`config.mk`:
```
export PLATFORM = sky130hd
export DESIGN_NAME = muldiv_unit
export DESIGN_NICKNAME = d
export VERILOG_FILES = /design/src/rtl/muldiv_unit.sv
export SDC_FILE = /design/constraint.sdc
export NUM_CORES = 1
export LEC_CHECK = 0
export ABC_CLOCK_PERIOD_IN_PS = 5120
export CELL_PAD_IN_SITES_DETAIL_PLACEMENT = 1
export CELL_PAD_IN_SITES_GLOBAL_PLACEMENT = 2
export CORE_UTILIZATION = 36
export DETAILED_ROUTE_END_ITERATION = 8
export PLACE_DENSITY_LB_ADDON = 0.1
export SETUP_SLACK_MARGIN = 0.2
export SLEW_MARGIN = 40
export SYNTH_ARGS = -nofsm -noshare
export SYNTH_HDL_FRONTEND = slang
export SYNTH_SLANG_ARGS = --single-unit
```
`constraint.sdc`:
```
create_clock -name CLK -period 5.12 [get_ports CLK]
set_input_delay 1.536 -clock CLK [delete_from_list [all_inputs] [get_ports CLK]]
set_output_delay 1.536 -clock CLK [all_outputs]
set_load 0.03 [all_outputs]
```
`src/rtl/muldiv_unit.sv`:
```
// muldiv_unit -- iterative multiply/divide unit owning the HI/LO pair.
//
// Accepts MULT/MULTU/DIV/DIVU/MTHI/MTLO from EX on a one-cycle Start strobe.
// Multiply is radix-2 shift-add and divide is radix-2 restoring division.
// Both work on operand magnitudes; the sign fix-up is applied on the final
// SIGN edge, which is the only edge that writes HI/LO for mult/div.
//
// Build option:
//   MULDIV_EARLY_OUT_EN  when defined, a multiply leaves CALC as soon as the
//                        remaining multiplier bits are all zero. A zero
//                        multiplier skips CALC. Results are identical either way.
//
// Ports:
//   CLK, RST      clock; synchronous active-high reset (aborts any op)
//   Start         request strobe, sampled only while idle
//   Funct         function field selecting the operation
//   Rdata1        rs: multiplicand / dividend / MT* source
//   Rdata2        rt: multiplier / divisor
//   Busy          operation in flight (state != IDLE)
//   Done          one-cycle pulse after HI/LO were written by a mult/div
//   Hi, Lo        HI/LO registers
module muldiv_unit #(
  parameter int XLEN = 32
) (
  input  logic            CLK,
  input  logic            RST,
  input  logic            Start,
  input  logic [5:0]      Funct,
  input  logic [XLEN-1:0] Rdata1,
  input  logic [XLEN-1:0] Rdata2,
  output logic            Busy,
  output logic            Done,
  output logic [XLEN-1:0] Hi,
  output logic [XLEN-1:0] Lo
);

  localparam int CW = $clog2(XLEN);
  localparam logic [CW-1:0] LAST = CW'(XLEN-1);

  localparam logic [5:0] F_MTHI  = 6'h11;
  localparam logic [5:0] F_MTLO  = 6'h13;
  localparam logic [5:0] F_MULT  = 6'h18;
  localparam logic [5:0] F_MULTU = 6'h19;
  localparam logic [5:0] F_DIV   = 6'h1A;
  localparam logic [5:0] F_DIVU  = 6'h1B;

  typedef enum logic [1:0] {IDLE, CALC, SIGN} state_t;

  // What the SIGN edge needs to know about the operation in flight.
  typedef struct packed {
    logic is_div;
    logic neg_q;   // negate product / quotient
    logic neg_r;   // negate remainder (dividend was negative)
    logic dz;      // divide by zero
  } op_t;

  state_t state, state_nxt;
  op_t    op;

  logic [CW-1:0]     cnt;
  logic [2*XLEN-1:0] acc, mcand, acc_nxt;
  logic [XLEN-1:0]   mplier;
  logic [XLEN-1:0]   rem, quo, dvsr;
  logic [XLEN:0]     shifted, trial;

  // request decode
  logic            is_mul, is_div, is_sgn, a_neg, b_neg, b_zero;
  logic [XLEN-1:0] abs_a, abs_b;

  assign is_mul = (Funct == F_MULT) || (Funct == F_MULTU);
  assign is_div = (Funct == F_DIV)  || (Funct == F_DIVU);
  assign is_sgn = (Funct == F_MULT) || (Funct == F_DIV);
  assign a_neg  = is_sgn && Rdata1[XLEN-1];
  assign b_neg  = is_sgn && Rdata2[XLEN-1];
  assign b_zero = (Rdata2 == '0);
  assign abs_a  = a_neg ? -Rdata1 : Rdata1;
  assign abs_b  = b_neg ? -Rdata2 : Rdata2;

  // state register
  always_ff @(posedge CLK) begin
    if (RST) state <= IDLE;
    else     state <= state_nxt;
  end

  // next-state logic
  always_comb begin
    state_nxt = state;
    case (state)
      IDLE: begin
        if (Start && (is_mul || is_div)) begin
          if (is_div && b_zero) state_nxt = SIGN;
`ifdef MULDIV_EARLY_OUT_EN
          else if (is_mul && b_zero) state_nxt = SIGN;
`endif
          else state_nxt = CALC;
        end
      end
      CALC: begin
        if (cnt == LAST) state_nxt = SIGN;
`ifdef MULDIV_EARLY_OUT_EN
        // acc_nxt already holds the full product once no multiplier bits remain
        else if (!op.is_div && mplier[XLEN-1:1] == '0) state_nxt = SIGN;
`endif
      end
      SIGN:    state_nxt = IDLE;
      default: state_nxt = IDLE;
    endcase
  end

  // outputs decoded from state
  always_comb begin
    Busy = (state != IDLE);
  end

  // One iteration of each datapath. The multiplicand is pre-shifted left, so
  // acc always holds the product of the bits consumed so far at full weight.
  always_comb begin
    acc_nxt = acc + (mplier[0] ? mcand : '0);
    shifted = {rem, quo[XLEN-1]};
    trial   = shifted - {1'b0, dvsr};
  end

  logic [2*XLEN-1:0] prod_res;
  logic [XLEN-1:0]   q_res, r_res;
  assign prod_res = op.neg_q ? -acc : acc;
  assign q_res    = op.neg_q ? -quo : quo;
  assign r_res    = op.neg_r ? -rem : rem;

  always_ff @(posedge CLK) begin
    if (RST) begin
      Hi     <= '0;
      Lo     <= '0;
      Done   <= 1'b0;
      op     <= '0;
      cnt    <= '0;
      acc    <= '0;
      mcand  <= '0;
      mplier <= '0;
      rem    <= '0;
      quo    <= '0;
      dvsr   <= '0;
    end else begin
      Done <= (state == SIGN);
      case (state)
        IDLE: begin
          if (Start) begin
            if (Funct == F_MTHI) Hi <= Rdata1;
            if (Funct == F_MTLO) Lo <= Rdata1;
            if (is_mul || is_div) begin
              op.is_div <= is_div;
              op.neg_q  <= a_neg ^ b_neg;
              op.neg_r  <= a_neg;
              op.dz     <= is_div && b_zero;
              cnt       <= '0;
              acc       <= '0;
              mcand     <= {{XLEN{1'b0}}, abs_a};
              mplier    <= abs_b;
              rem       <= '0;
              // divide-by-zero returns the raw dividend in HI
              quo       <= (is_div && b_zero) ? Rdata1 : abs_a;
              dvsr      <= abs_b;
            end
          end
        end
        CALC: begin
          cnt <= cnt + 1'b1;
          if (op.is_div) begin
            // restoring step: keep the difference only if it did not go negative
            if (!trial[XLEN]) begin
              rem <= trial[XLEN-1:0];
              quo <= {quo[XLEN-2:0], 1'b1};
            end else begin
              rem <= shifted[XLEN-1:0];
              quo <= {quo[XLEN-2:0], 1'b0};
            end
          end else begin
            acc    <= acc_nxt;
            mcand  <= mcand << 1;
            mplier <= mplier >> 1;
          end
        end
        SIGN: begin
          if (!op.is_div) begin
            {Hi, Lo} <= prod_res;
          end else if (op.dz) begin
            Hi <= quo;
            Lo <= '1;
          end else begin
            Hi <= r_res;
            Lo <= q_res;
          end
        end
        default: ;
      endcase
    end
  end

endmodule
```
==> impl_results.md, run 1 <==
* Status: completed
* Max_slew headroom at 41.9%
* Vias in the first global route at 24410
* Vias at 24670
* Syn Std Cell Area at 0.0237 sq mm
* Postcts setup bufs at 0
* Arr. time, crit path at 5.06 ns
* DR iter-0 viols at 1970
* Worst skew pair latency at 0.60 ns
* Routed WL at 103 mm
* Non-Filler Instances at 4109
* Pwr dens at 238 mW/mm^2
* Htree depth at 2
* Port bufs at 138
* Largest net degree at the start of global routing at 79
* Initial core utilization at 36.6%
* Final min period at 4.58 ns
* NetSw at 1.77 mW
* Drt pass-1 iters at 5
* Max-slew violations at 0
* Placed cell count at 4032
* Internal power at 4.80 mW
* Comb power frac at 10.4%
* CTS Buf Count at 44
* Final setup fails at 0
* Synthesized Nets at 3362
* Final worst path period share at 89.4%
* Antenna diodes at 0
* Layout cell share with drive strength beyond 1 at 6.27%
* Maximum VDD drop at 0.000209 V
* Critical Path End Type: register
* Number of enable flip-flop cells after synthesis at 0
* Clk slew on worst S/H paths at 0.06 ns
* Worst-margin pin slew at 0.871 ns
* Clk sink count at 332
* CTS tree: done
* Die W at 259 um
* DRC viols at 0
* Clk pwr share at 49.3%
* Synth warn at 0
* Critical-path maximum fanout at 18
* Core Area at 0.0647 sq mm
* I/O pins at 139
* Seq cells post-synth at 332
* Most used DFF post-synth: dfxtp_1
* Startpoint class of the critical path: register
* Sw frac at 26.9%
* Crit-path slowest cell: a221oi_1
* Cts hold-fix bufs at 0
* Seq/Total Area, Yosys at 28.1%
* Crit-path cells: and2_1, ha_1, nor2b_1, o31ai_1, a211oi_1, o31ai_1, o211ai_1, nand4_1, nand2_1, a221oi_1, o21ai_0, xor2_1, a22o_1
* Die span in y at 259 um
* DP HPWL at 78.8 mm
* Hold Fails Final Rpt at 0
* Rows at 93
* GPL Wtd Cong at 0.917
* Overflow after GRT at 0
* Fmax at 0.219 GHz
* Power, Total at 6.56 mW
* Leakage power at 10.8 nW
* Post-route antenna net violation count at 0
* Fraction of registers with async set or reset after synthesis at 0%
* Yosys cell types at 73
* Core Util, Final at 42.6%
* Layout area overhead at 16.2%
* Root Driver: clkbuf_16
* Unrepaired setup endpoints after global routing: no
* Drt wl/cell at 25.1 um
* Post-CTS resize count at 0
* Fin nets at 3400
* Critical path class: reg2reg
* Max-cap violations at 0
* Vias/cell at 6.00
* Initial antenna violation count at 1
* Hold crit path type: reg2reg
* Syn Area/Cell at 7.44 sq um
* Total GRT Usage at 30.4%
* Syn Inst Count at 3185
* Max clock buf depth at 3
* Clock Skew at 0.0191 ns
* Sequential Power Share at 40.3%
* First-pass GRT wire length at 155 mm
* CP Data Required Time at 5.60 ns
* Die area at 0.0668 sq mm
* CP dominant cell by count: o31ai_1
* Max incr delay on CP at 0.65 ns
-- worst max-delay path: cells and delay by family, from the launching register on --
kind	cells	cell delay, ns
compound gates	7	2.69
xor+xnor	1	0.18
fa+ha+maj	1	0.26
flops	1	0.62
simple gates	4	0.68
-- final cells by class --
type	instances	area, sq um
Clock buffer	68	1290
Fill cell	7916	37200
Sequential cell	332	6660
Timing Repair Buffer	222	2090
Clock inverter	9	161
Tap cell	855	1070
Inverter	68	255
Multi-Input combinational cell	2555	16000
-- routing by layer --
metal / global-route usage, % / up-vias / routed length [um]
met5: 0 / - / 0
li1: - / 11567 / -
met3: 5.64 / 147 / 7270
met2: 47.3 / 709 / 45200
met4: 8.50 / 0 / 2750
met1: 42.6 / 12247 / 48100
-- placed cells by master (no fill, tap or decap), types with 19 or more instances in the layout --
cell and instances:
nand2_1 290, and2_1 72, nand3_1 79, a21oi_1 299, buf_4 76, o21ai_0 192
nand2b_1 30, clkdlybuf4s50_1 137, mux2i_1 25, a22oi_1 27, dfxtp_1 328, nor4_1 19
a21o_1 83, xnor2_1 177, nand4_1 27, or3_1 57, clkbuf_16 46, nor2_1 390
o211ai_1 33, xor2_1 91, o31ai_1 40, inv_1 68, o221ai_1 28, a22o_1 32
or2_2 20, or4_1 20, a311oi_1 60, a31oi_1 21, ha_1 102, nor3_1 59
a211oi_1 109
-- per-stage QoR --
step,hold slack [ns],TNS (ns),setup slack (ns),instance area (sq um)
2_1_floorplan,0.436,0,0.686,23700
3_3_place_gp,0.444,-0.0185,-0.0185,26000
3_5_place_dp,0.454,0,0.0157,26100
4_1_cts,0.462,0,0.618,27500
5_1_grt,0.482,0,0.365,27500
6_report,0.455,0,0.544,27500
-- cell usage after synthesis (7+ instances only) --
cell / instances / share of area, %
nor4_1: 19 / 0.50
nand2_1: 291 / 4.6
a21o_1: 83 / 2.6
inv_1: 68 / 1.1
nor2_1: 396 / 6.3
a22oi_1: 27 / 0.86
a221oi_1: 9 / 0.33
xor2_1: 91 / 3.4
o211ai_1: 33 / 1.0
o31a_1: 8 / 0.30
o31ai_1: 40 / 1.3
dfxtp_1: 332 / 28
o21a_1: 9 / 0.29
or2_2: 20 / 0.53
a21oi_1: 301 / 6.4
nand2b_1: 33 / 0.87
a22o_1: 32 / 1.2
mux2i_1: 25 / 1.1
or3_1: 58 / 1.5
nand4_1: 27 / 0.71
xnor2_1: 178 / 6.6
and2_1: 72 / 1.9
buf_1: 16 / 0.25
a311oi_1: 60 / 2.2
clkbuf_1: 205 / 3.2
buf_2: 7 / 0.15
o21bai_1: 15 / 0.48
o41ai_1: 14 / 0.52
nand3_1: 79 / 1.7
o221ai_1: 28 / 1.0
and3_1: 13 / 0.34
o21ai_0: 192 / 4.1
a211oi_1: 109 / 3.5
or4_1: 20 / 0.63
nor2b_1: 15 / 0.40
ha_1: 102 / 5.4
a31oi_1: 21 / 0.55
nor3_1: 60 / 1.3
-- power groups by stage --
stage	Sequential [mW]	Combinational, mW	Clock (mW)
3_5_place_dp	2.70	0.676	0
2_1_floorplan	2.69	0.393	0
3_3_place_gp	2.70	0.662	0
5_1_grt	2.65	0.741	3.40
4_1_cts	2.64	0.680	3.30
6_report	2.65	0.682	3.24
-- path summary, 6_finish.rpt --
| kind | to | depth (start not counted) | slack (ns) | startpoint |
|---|---|---|---|---|
| worst max-delay path | acc[52] | 13 | 0.54 | mplier[0] |
| worst min-delay path | dvsr[25] | 2 | 0.45 | dvsr[25] |
| worst max register to register | acc[52] | 13 | 0.54 | mplier[0] |
| worst min register to register | dvsr[25] | 2 | 0.45 | dvsr[25] |
-- registers in the layout (all words and copies together), names as in the netlist, 4 cells and up --
register	cells
dvsr	32
mcand	64
cnt	5
op	4
quo	32
rem	32
acc	64
Lo	32
Hi	32
mplier	32
-- cell families after synthesis --
kind of cell | Yosys count | share of synthesized area [%]
fa+ha+maj | 104 | 5.56
compound gates | 1030 | 28.4
xor+xnor | 269 | 9.95
flops | 332 | 28.1
buf+inv | 298 | 4.80
simple gates | 1124 | 22.0
mux | 28 | 1.20
No activity file was read; power rests on OpenSTA's default activity.
==> run 2, diff against run 1 <==
--- a/config.mk
+++ b/config.mk
@@ -8,7 +8,7 @@
 export ABC_CLOCK_PERIOD_IN_PS = 5120
 export CELL_PAD_IN_SITES_DETAIL_PLACEMENT = 1
 export CELL_PAD_IN_SITES_GLOBAL_PLACEMENT = 2
-export CORE_UTILIZATION = 36
+export CORE_UTILIZATION = 30
 export DETAILED_ROUTE_END_ITERATION = 8
 export PLACE_DENSITY_LB_ADDON = 0.1
 export SETUP_SLACK_MARGIN = 0.2
==> impl_results.md, run 2 (synthesis results as in run 1) <==
* Worst-margin pin slew at 0.829 ns
* Root Driver: clkbuf_16
* Hold Fails Final Rpt at 0
* Maximum VDD drop at 0.000212 V
* Most frequent cells in the layout: nor2_1 (390), dfxtp_1 (328), a21oi_1 (300)
* Core Area at 0.0778 sq mm
* Largest net degree at the start of global routing at 154
* Rows at 102
* CP Data Required Time at 5.59 ns
* Initial antenna violation count at 3
* TNS Setup at 0 ns
* Clk sink count at 332
* GPL Wtd Cong at 0.938
* Clock Skew at 0.0271 ns
* Cts hold-fix bufs at 0
* Max-slew violations at 0
* Fin nets at 3401
* Vias in the first global route at 24338
* CP dominant cell by count: a21oi_1
* Max_slew headroom at 44.3%
* DP Area at 0.0263 sq mm
* Leakage power at 10.9 nW
* Crit-path cells: and2_1, ha_1, inv_1, fa_1, nor2b_1, o31ai_1, a211oi_1, nor4bb_1, nor2_1, a31o_2, a21oi_1, a21oi_1, a21oi_1, xnor2_1, a22o_1
* I/O pins at 139
* Vias/cell at 5.75
* Startpoint class of the critical path: register
* Hold crit path type: reg2reg
* Critical Path End Type: register
* First-pass GRT wire length at 160 mm
* Post-route antenna net violation count at 0
* Initial core utilization at 30.4%
* Drt wl/cell at 24.7 um
* Max incr delay on CP at 0.67 ns
* Layout area overhead at 17.9%
* Max clock buf depth at 3
* Fill cells at 9432
* CTS tree: done
* Die area at 0.0801 sq mm
* Total GRT Usage at 25.8%
* Overflow after GRT at 0
* Routed WL at 106 mm
* Arr. time, crit path at 5.02 ns
* Fmax at 0.220 GHz
* Vias at 24734
* Pwr dens at 245 mW/mm^2
* Clk slew on worst S/H paths at 0.06 ns
* Layout cell share with drive strength beyond 1 at 6.56%
* Unrepaired setup endpoints after global routing: no
* Port bufs at 138
* DRC viols at 0
* Die W at 283 um
* Status: completed
* Core Util, Final at 35.9%
* Drt pass-1 iters at 5
* Worst hold slack at 0.452 ns
* Final setup fails at 0
* Worst skew pair latency at 0.60 ns
* Post-route cell area at 0.0279 sq mm
* Critical-path maximum fanout at 18
* DR iter-0 viols at 2031
* Pre-CTS setup slack at 0.186 ns
* Most common cell after layout, fill and taps aside: nor2_1
* DP HPWL at 79.9 mm
* Die span in y at 283 um
* Crit-path slowest cell: dfxtp_2
* Critical path class: reg2reg
* Final min period at 4.55 ns
* Final worst path period share at 88.9%
* Post-CTS resize count at 0
* Max-cap violations at 0
* Htree depth at 2
* CTS Buf Count at 45
* Largest registers: acc x64, mcand x64
* Postcts setup bufs at 0
* Worst Slack Setup Final at 0.569 ns
==> run 2: changes by cell type in the layout (fill, tap and decap cells not counted), sizes merged <==
cell,change
clkbuf,+3
bufinv,+2
diode,+2
clkinv,+1
clkinvlp,-1
inv,+1
==> run 2: final cells by class <==
| cell class | instances | area [sq um] | area share (%) |
|---|---|---|---|
| clock buffer | 71 | 1400 | 5.00 |
| clock inverter | 12 | 216 | 0.775 |
| antenna | 2 | 5.00 | 0.0179 |
| multi-input combinational | 2555 | 16000 | 57.3 |
| tap | 1040 | 1300 | 4.66 |
| sequential | 332 | 6650 | 23.8 |
| timing repair buffer | 222 | 2100 | 7.53 |
| inverter | 68 | 255 | 0.914 |
==> run 2: worst paths after layout <==
path	from	end	slack (ns)	depth (start not counted)
max	mplier[0]	acc[54]	0.57	15
max reg2reg	mplier[0]	acc[54]	0.57	15
min	Lo[10]	Lo[10]	0.45	2
min reg2reg	Lo[10]	Lo[10]	0.45	2
==> run 2: routing by layer <==
metal / global-route usage [%] / share of wire (%) / vias up
met5: 0 / 0 / -
met4: 8.15 / 3.0 / 0
met3: 3.24 / 5.3 / 121
met2: 37.6 / 41 / 646
met1: 38.7 / 50 / 12376
li1: - / - / 11591
==> run 2: worst max-delay path: cells and delay by family (launching register included) <==
family	cells	cell delay, ns
adder cells (fa/ha/maj)	2	0.61
buffers and inverters	1	0.07
flip-flops	1	0.67
AO/OA/AOI/OAI	7	1.90
XOR/XNOR	1	0.16
AND/OR/NAND/NOR	4	0.97
==> run 2: stage by stage <==
step | std cells | power, mW
floorplan | 3185 | 3.08
global placement | 4216 | 3.37
detailed placement | 4216 | 3.38
CTS | 4299 | 6.92
global route | 4300 | 7.10
finish | 4302 | 6.84
==> run 2: power breakdown <==
group	internal (mW)	switching (mW)	total, mW
clock	2.17	1.34	3.50
combinational	0.252	0.437	0.688
sequential	2.61	0.0351	2.65
